### src/rtl/rf_writeback.sv
// Register-file write-port arbiter: pipeline writeback has priority, divider results queue in a FIFO.
// Optional macro RF_WB_BYPASS_EN adds fwd1/fwd2 forwarding ports and early busy release.
module rf_writeback #(
  parameter int DEPTH        = 2,
  parameter int STARVE_LIMIT = 4
) (
  input  logic        clk,
  input  logic        nrst,
  input  logic        wb_valid,
  input  logic [4:0]  wb_rd,
  input  logic [31:0] wb_data,
  input  logic        div_issue,
  input  logic [4:0]  div_issue_rd,
  input  logic        div_valid,
  input  logic [4:0]  div_rd,
  input  logic [31:0] div_data,
  output logic        div_ready,
  input  logic [4:0]  src1_addr,
  input  logic [4:0]  src2_addr,
  output logic        src1_busy,
  output logic        src2_busy,
`ifdef RF_WB_BYPASS_EN
  output logic        fwd1_valid,
  output logic        fwd2_valid,
  output logic [31:0] fwd1_data,
  output logic [31:0] fwd2_data,
`endif
  output logic        stall_req,
  output logic        wr_en,
  output logic [4:0]  dest_addr,
  output logic [31:0] wr_data
);

  localparam int AW = (DEPTH > 1) ? $clog2(DEPTH) : 1;
  localparam int CW = $clog2(STARVE_LIMIT + 1);
  localparam logic [AW:0]   FULL_CNT  = (AW + 1)'(DEPTH);
  localparam logic [CW-1:0] LIMIT_CNT = CW'(STARVE_LIMIT);

  // Divider handshake: a result transfers on the rising edge where div_valid && div_ready;
  // the divider holds div_rd/div_data stable while div_valid is high and div_ready is low.

  logic [4:0]    r_fifo_rd   [DEPTH];
  logic [31:0]   r_fifo_data [DEPTH];
  logic [AW:0]   r_wptr;
  logic [AW:0]   r_rptr;
  logic [31:0]   r_sb;
  logic [CW-1:0] r_starve;

  logic [AW:0]   w_count;
  logic          w_empty;
  logic          w_full;
  logic          w_wb_take;
  logic          w_pop;
  logic          w_push;
  logic [4:0]    w_head_rd;
  logic [31:0]   w_head_data;
  logic [31:0]   w_sb_next;
  logic [CW-1:0] w_starve_next;
  logic          w_src1_pend;
  logic          w_src2_pend;

  assign w_count     = r_wptr - r_rptr;
  assign w_empty     = (r_wptr == r_rptr);
  assign w_full      = (w_count == FULL_CNT);
  assign w_head_rd   = r_fifo_rd[r_rptr[AW-1:0]];
  assign w_head_data = r_fifo_data[r_rptr[AW-1:0]];

  // x0 pipeline writes never claim the port, so the FIFO may drain underneath them.
  assign w_wb_take = nrst && wb_valid && (wb_rd != 5'd0);
  assign w_pop     = nrst && !w_wb_take && !w_empty;
  assign div_ready = !w_full;
  assign w_push    = nrst && div_valid && div_ready && (div_rd != 5'd0);

  always_comb begin
    wr_en     = 1'b0;
    dest_addr = 5'd0;
    wr_data   = 32'd0;
    if (w_wb_take) begin
      wr_en     = 1'b1;
      dest_addr = wb_rd;
      wr_data   = wb_data;
    end else if (w_pop) begin
      wr_en     = 1'b1;
      dest_addr = w_head_rd;
      wr_data   = w_head_data;
    end
  end

  always_ff @(posedge clk) begin
    if (!nrst) begin
      r_wptr <= '0;
      r_rptr <= '0;
    end else begin
      if (w_push) r_wptr <= r_wptr + 1'b1;
      if (w_pop)  r_rptr <= r_rptr + 1'b1;
    end
  end

  always_ff @(posedge clk) begin
    if (w_push) begin
      r_fifo_rd[r_wptr[AW-1:0]]   <= div_rd;
      r_fifo_data[r_wptr[AW-1:0]] <= div_data;
    end
  end

  // Clear first, then set, so a same-cycle reissue to the draining register stays pending.
  always_comb begin
    w_sb_next = r_sb;
    if (w_pop) w_sb_next[w_head_rd] = 1'b0;
    if (div_issue && (div_issue_rd != 5'd0)) w_sb_next[div_issue_rd] = 1'b1;
    w_sb_next[0] = 1'b0;
  end

  always_ff @(posedge clk) begin
    if (!nrst) r_sb <= '0;
    else       r_sb <= w_sb_next;
  end

  always_comb begin
    w_starve_next = r_starve;
    if (w_empty || w_pop)
      w_starve_next = '0;
    else if (w_wb_take && (r_starve != LIMIT_CNT))
      w_starve_next = r_starve + 1'b1;
  end

  always_ff @(posedge clk) begin
    if (!nrst) r_starve <= '0;
    else       r_starve <= w_starve_next;
  end

  assign stall_req = nrst && (r_starve == LIMIT_CNT);

  assign w_src1_pend = nrst && r_sb[src1_addr];
  assign w_src2_pend = nrst && r_sb[src2_addr];

`ifdef RF_WB_BYPASS_EN
  assign src1_busy  = w_src1_pend && !(w_pop && (w_head_rd == src1_addr));
  assign src2_busy  = w_src2_pend && !(w_pop && (w_head_rd == src2_addr));
  assign fwd1_valid = wr_en && (dest_addr == src1_addr) && (src1_addr != 5'd0);
  assign fwd2_valid = wr_en && (dest_addr == src2_addr) && (src2_addr != 5'd0);
  assign fwd1_data  = wr_data;
  assign fwd2_data  = wr_data;
`else
  assign src1_busy  = w_src1_pend;
  assign src2_busy  = w_src2_pend;
`endif

endmodule

### config.mk
export PLATFORM = sky130hd
export DESIGN_NAME = rf_writeback
export DESIGN_NICKNAME = d
export VERILOG_FILES = /design/src/rtl/rf_writeback.sv
export SDC_FILE = /design/constraint.sdc
export NUM_CORES = 1
export LEC_CHECK = 0
export ABC_AREA = 1
export BUFFER_PORTS_ARGS = -buffer_cell sky130_fd_sc_hd__buf_2
export CORE_MARGIN = 4
export CORE_UTILIZATION = 49
export CTS_CLUSTER_SIZE = 40
export DETAILED_ROUTE_END_ITERATION = 10
export MAX_ROUTING_LAYER = met4
export PLACE_DENSITY = 0.79
export REMOVE_ABC_BUFFERS = 1
export SYNTH_ARGS = -nofsm -noshare
export SYNTH_HDL_FRONTEND = slang
export SYNTH_SLANG_ARGS = --single-unit
### constraint.sdc
create_clock -name clk -period 2.8 [get_ports clk]
set_clock_uncertainty 0.05 [all_clocks]
set_input_delay 0.14 -clock clk [delete_from_list [all_inputs] [get_ports clk]]
set_output_delay 0.14 -clock clk [all_outputs]
set_load 0.005 [all_outputs]
## After elaboration in Yosys (flattened, before gate mapping)

Memories as Yosys holds them, arrays and structs flattened. A register that Yosys moved wholly into a read port is not among the register bits.
Index checks and enable logic that the tools add are counted.

| cells by class | value |
|---|---|
| add/subtract/negate cells | 4 |
| $mul | 0 |
| div/mod/pow operators | 0 |
| $lt $le $gt $ge | 6 |
| equality and inequality tests | 4 |
| shift-type cells | 0 |
| muxes and demuxes | 22 |
| bitwise logic cells | 4 |
| reduce and logical (&&, ||, !) cells | 22 |

Operators with widths:

| operator | count |
|---|---|
| $mux 32 | 4 |
| $and 32x32->32 | 1 |
| $not 32->32 | 1 |
| $or 32x32->32 | 1 |
| $lt 5x6->1 const B | 4 |
| $reduce_bool 5->1 | 3 |
| $logic_and 1x1->1 | 14 |
| $mux 1 | 12 |
| $bmux 1 s5 | 2 |
| $demux 1 s5 | 2 |
| $ge 5x1->1 const B | 2 |
| $mux 5 | 2 |
| $add 2x1->2 const B | 2 |
| $add 3x1->3 const B | 1 |
| $eq 3x3->1 const B | 1 |
| $logic_not 1->1 | 3 |
| $ne 3x3->1 const B | 1 |
| $eq 2x2->1 | 1 |
| $eq 2x2->1 const B | 1 |
| $reduce_or 2->1 | 1 |
| $sub 2x2->2 | 1 |
| $logic_or 1x1->1 | 1 |
| $not 1->1 | 1 |

| word-level totals | value |
|---|---|
| flip-flop bits (word level) | 39 |
| bits in latches | 0 |
| memory bits (writable) | 74 |
| memory bits (read-only) | 0 |
| output and inout bits | 42 |
| logic and storage cells | 69 |
| memories kept | 2 |

Memories:

| memory | depth | width | rd ports | clocked after memory_dff | write ports | RTL line | text |
|---|---|---|---|---|---|---|---|
| r_fifo_data | 2 | 32 | 1 | 1 | 1 | 43 | `logic [31:0] r_fifo_data [DEPTH];` |
| r_fifo_rd | 2 | 5 | 1 | 1 | 1 | 42 | `logic [4:0] r_fifo_rd [DEPTH];` |

## Logic depth before layout (Yosys ltp)

| logic depth | value |
|---|---|
| depth after elaboration | 9 |
| gate-level depth with buffers | 10 |
| depth with buffers taken out | 9 |

## Worst setup path after synthesis

No wires, ideal clock.

| path | value |
|---|---|
| kind | flip-flop to flip-flop |
| start point | register r_rptr[1] |
| end point | memory r_fifo_data[0][0] (enable) |
| setup time | 431 ps |
| arrival | 2,415 ps |
| data required time | 2,319 ps |
| slack | -96 ps |
| cell stages (with the launch flop) | 6 |
| buffers on the path | 0 |
| cell sequence | dfxtp_1 > xnor2_1 > inv_1 > nand2_1 > nand3_1 > nor2_1 |

| on the way | value |
|---|---|
| word-level cells in the longest chain between the ends | 7 |

RTL lines:

| item | RTL line | text |
|---|---|---|
| start, declared | 45 | `logic [AW:0] r_rptr;` |
| start signal, assigned | 95 | `if (w_pop) r_rptr <= r_rptr + 1'b1;` |
| $sub 2x2->2 | 62 | `assign w_count = r_wptr - r_rptr;` |
| $eq 2x2->1 | 64 | `assign w_full = (w_count == FULL_CNT);` |
| $logic_not 1->1 | 71 | `assign div_ready = !w_full;` |
| net div_ready | 17 | `output logic div_ready,` |
| $logic_and 1x1->1 (2 in series) | 72 | `assign w_push = nrst && div_valid && div_ready && (div_rd != 5'd0);` |
| $mux 1 | 100 | `if (w_push) begin` |
| $mux 1 (not written as such) | 102 | `r_fifo_data[r_wptr[AW-1:0]] <= div_data;` |
| end, declared | 43 |  |

The timed path passes the listed nets, and every way through them passes these cells.

==> impl_table.tex <==
\begin{tabular}{lr}
\hline
Metric & Value \\
\hline
\multicolumn{2}{l}{\textbf{Layout}} \\
\quad Final net count & 1,014 \\
\quad Synth-to-layout area growth & 28.3\% \\
\quad Area of all placed cells without fillers & 7660 µm² \\
\quad Sequential cell area & 3000 µm² \\
\quad Count of inserted antenna diode cells & 0 \\
\quad End-of-flow core utilization & 64.0\% \\
\quad Final-layout fill cell count & 939 \\
\quad Number of non-filler instances in the completed layout & 1,078 \\
\quad Area occupied by multi-input gates & 2430 µm² \\
\quad Layout cell share with drive strength beyond 1 & 22.8\% \\
\multicolumn{2}{l}{\textbf{Critical path}} \\
\quad Peak fanout along the critical path & 46 \\
\quad Destination of the worst register-to-register timing path & r\_fifo\_rd[0][0] \\
\quad Crit start category & flip-flop \\
\quad Type of the setup path with the least slack & flip-flop to output pin \\
\quad Reg2reg path depth & 7 \\
\quad Worst reg2reg setup slack & 0.59 ns \\
\quad Required time at the endpoint of the critical path & 2.61 ns \\
\quad Start of the worst register-to-register path & r\_wptr[0] \\
\quad Data arrival at the endpoint of the critical path & 2.26 ns \\
\quad Endpoint kind of the worst setup timing path & output pin \\
\multicolumn{2}{l}{\textbf{STA}} \\
\quad Max-slew violations & 0 \\
\quad Endpoints failing setup & 0 \\
\quad Setup WS post-layout & 0.346 ns \\
\quad Portion of the clock cycle consumed by the worst path in the final layout & 87.6\% \\
\quad Slew at the pin with the worst max-slew slack & 0.790 ns \\
\quad Highest Clock Rate & 408 MHz \\
\quad Tightest slew margin relative to the limit & 47.1\% \\
\quad Min Hold Slack & 0.0951 ns \\
\quad Final critical-path required period & 2.45 ns \\
\quad RSZ-0062 raised after global routing & false \\
\quad Final sum of negative setup slack & 0 ns \\
\quad Final Hold Fails & 0 \\
\multicolumn{2}{l}{\textbf{Power and ir drop}} \\
\quad Total power of the final layout & 4.53 mW \\
\quad IR drop worst, VDD & 414 µV \\
\quad PD cells & 591 nW/µm² \\
\quad Leakage power & 3.27 nW \\
\multicolumn{2}{l}{\textbf{Synth}} \\
\quad Number of different library cells in the post-synthesis netlist & 37 \\
\quad Synthesized netlist cell count & 750 \\
\quad Syn Std Cell Area & 5970 µm² \\
\quad Count of flip-flops with a built-in enable after synthesis & 74 \\
\quad Post-Syn Area per Cell & 7.96 µm² \\
\quad Flops \& latches, synth & 113 \\
\quad YS warnings & 0 \\
\quad Primary FF master, synth & sky130\_fd\_sc\_hd\_\_edfxtp\_1 \\
\quad Share of the yosys chip area belonging to registers & 50.3\% \\
\quad Async set or reset register ratio after synthesis & 0\% \\
\multicolumn{2}{l}{\textbf{Run status}} \\
\quad Status & complete, no violations \\
\multicolumn{2}{l}{\textbf{Detailed routing}} \\
\quad Post-Route WL & 16,100 µm \\
\quad First-iteration detailed-routing DRC count & 486 \\
\quad Drt drc & 0 \\
\quad Number of nets with antenna violations after detailed routing & 0 \\
\quad Number of detailed-routing iterations run before antenna repair & 5 \\
\quad Via density & 5.25 \\
\quad Via total after detailed routing & 5,658 \\
\quad WL per Instance & 15.0 µm \\
\multicolumn{2}{l}{\textbf{Global route}} \\
\quad Maximum number of pins on one net before global-route repair & 47 \\
\quad Congestion Overflow GR & 0 \\
\quad Initial antenna violation count & 0 \\
\quad Wire length of the first global-routing pass & 26,100 µm \\
\quad GRT Overall Usage & 23.7\% \\
\quad Via count of the first global-routing pass & 5,513 \\
\multicolumn{2}{l}{\textbf{Floorplan}} \\
\quad Core box area & 12,000 µm² \\
\quad Initial standard-cell utilization of the core & 49.9\% \\
\quad Overall die area & 14,000 µm² \\
\quad Row cnt & 40 \\
\quad Die outline width & 118 µm \\
\quad Die outline height & 118 µm \\
\quad Num ports & 136 \\
\multicolumn{2}{l}{\textbf{Placement}} \\
\quad Half-perimeter wire length after detailed placement & 10,700 µm \\
\quad Cell total after placement & 1,009 \\
\quad Post-placement setup slack & 0.662 ns \\
\quad Final weighted congestion in routability-driven placement & 0.903 \\
\quad Cell area reported after detailed placement & 6730 µm² \\
\quad Count of port buffers added during placement & 135 \\
\multicolumn{2}{l}{\textbf{Hold path}} \\
\quad HP Class & input port to flip-flop \\
\quad Worst Hold Path Cells & 3 \\
\quad Critical hold path startpoint & nrst \\
\multicolumn{2}{l}{\textbf{Clock network}} \\
\quad Maximum root-to-sink buffer count & 2 \\
\quad Clock buffers created by TritonCTS & 17 \\
\quad CTS tree & built \\
\quad Insertion delay of the later-clocked pin in the worst-skew pair & 0.41 ns \\
\quad TritonCTS sink count & 113 \\
\quad Clk pin slew, worst setup/hold paths & 0.05 ns \\
\quad CTS root buffer & sky130\_fd\_sc\_hd\_\_clkbuf\_16 \\
\quad Number of gates resized after cts & 0 \\
\quad Level count of the clock H-tree & 4 \\
\multicolumn{2}{l}{\textbf{Flow run}} \\
\quad Maxcap violations & 0 \\
\hline
\end{tabular}
cell type report:
| class | count | share of cell area (%) |
|---|---|---|
| Clock inverter | 15 | 1.76 |
| Clock buffer | 17 | 5.55 |
| Inverter | 99 | 4.88 |
| Timing Repair Buffer | 179 | 14.5 |
| Tap cell | 147 | 2.40 |
| Sequential cell | 113 | 39.2 |
| Multi-Input combinational cell | 508 | 31.7 |
critical path, stage by stage, from the launching register on:
cell                      delay, ns
sky130_fd_sc_hd__dfxtp_2       0.75
sky130_fd_sc_hd__buf_4         0.48
sky130_fd_sc_hd__o21ai_0       0.22
sky130_fd_sc_hd__o21ai_0       0.24
sky130_fd_sc_hd__buf_2         0.15
Yosys cell counts, types with 5 or more instances:
cell,n,area share (%)
sky130_fd_sc_hd__nand3_1,43,3.6
sky130_fd_sc_hd__inv_1,92,5.8
sky130_fd_sc_hd__o21ai_0,57,4.8
sky130_fd_sc_hd__nand4_1,5,0.52
sky130_fd_sc_hd__nor3_1,6,0.50
sky130_fd_sc_hd__o21ai_1,15,1.3
sky130_fd_sc_hd__a21oi_1,35,2.9
sky130_fd_sc_hd__clkbuf_1,8,0.50
sky130_fd_sc_hd__dfxtp_1,39,13
sky130_fd_sc_hd__nor2_1,55,3.5
sky130_fd_sc_hd__buf_2,15,1.3
sky130_fd_sc_hd__nand2_1,247,16
sky130_fd_sc_hd__edfxtp_1,74,37
sky130_fd_sc_hd__inv_2,5,0.31
worst max path at each step:
| stage | from | to | slack, ns | depth (start not counted) |
|---|---|---|---|---|
| floorplan | r_rptr[1] | r_fifo_data[0][0] | -0.1 | 5 |
| global placement | wb_rd[3] | r_sb[21] | 0.72 | 9 |
| CTS | flip-flop | wr_data[1] | 0.38 | 4 |
| detailed placement | wb_rd[3] | r_sb[7] | 0.66 | 9 |
| finish | flip-flop | wr_data[1] | 0.35 | 4 |
| global route | flip-flop | wr_data[1] | 0.13 | 4 |
report_power, final:
group / switching, mW / total [mW] / internal (mW)
Sequential: 0.0331 / 1.87 / 1.83
Combinational: 0.395 / 0.637 / 0.241
Clock: 0.800 / 2.02 / 1.22
cell usage in the layout (no fill, tap or decap), types with 2 or more instances in the layout:
master,count
sky130_fd_sc_hd__inv_1,92
sky130_fd_sc_hd__ha_1,2
sky130_fd_sc_hd__o21ai_0,57
sky130_fd_sc_hd__o21ai_4,2
sky130_fd_sc_hd__clkbuf_16,17
sky130_fd_sc_hd__a21oi_1,35
sky130_fd_sc_hd__nand2_4,3
sky130_fd_sc_hd__clkinv_2,2
sky130_fd_sc_hd__o21ai_1,15
sky130_fd_sc_hd__inv_6,3
sky130_fd_sc_hd__buf_4,6
sky130_fd_sc_hd__nand3_1,43
sky130_fd_sc_hd__dlygate4sd3_1,37
sky130_fd_sc_hd__o22ai_1,3
sky130_fd_sc_hd__nand4_1,5
sky130_fd_sc_hd__nand3_2,4
sky130_fd_sc_hd__nand2_2,4
sky130_fd_sc_hd__nand3_4,4
sky130_fd_sc_hd__edfxtp_1,74
sky130_fd_sc_hd__dfxtp_1,38
sky130_fd_sc_hd__nor2_4,5
sky130_fd_sc_hd__inv_2,5
sky130_fd_sc_hd__buf_2,135
sky130_fd_sc_hd__nor2_1,53
sky130_fd_sc_hd__clkinv_1,2
sky130_fd_sc_hd__nor3_1,6
sky130_fd_sc_hd__o21ai_2,3
sky130_fd_sc_hd__xor2_1,3
sky130_fd_sc_hd__nand2_1,247
sky130_fd_sc_hd__clkinvlp_4,4
sky130_fd_sc_hd__a21oi_2,4
sky130_fd_sc_hd__o211ai_1,4
sky130_fd_sc_hd__clkinv_4,4
sky130_fd_sc_hd__nor2_8,2
logic make-up after synthesis:
family / synth area share, %
and+or+nand+nor: 27.9
xor gates and xnor gates: 0.587
buffers and inverters: 9.33
AOI/OAI and AO/OA: 11.5
DFF: 50.3
adders and majority gates: 0.419
layer usage:
| metal | up-vias | GRT usage [%] | routed length (µm) |
|---|---|---|---|
| met3 | 42 | 5.12 | 1180 |
| met4 | 0 | 9.34 | 408 |
| li1 | 2761 | - | - |
| met5 | - | - | 0 |
| met2 | 259 | 39.5 | 7990 |
| met1 | 2596 | 28.2 | 6560 |
state kept, by name (all words and copies together) (netlist names), named ones only:
signal       cells
r_fifo_data     64
r_sb            31
r_fifo_rd       10
r_starve         3
r_rptr           2
r_wptr           2
timing repair:
item	CTS	global route
setup buffers	0	0
hold buffers	37	0
hold endpoints to repair	74	0
Power figures use the tool's default switching activity.
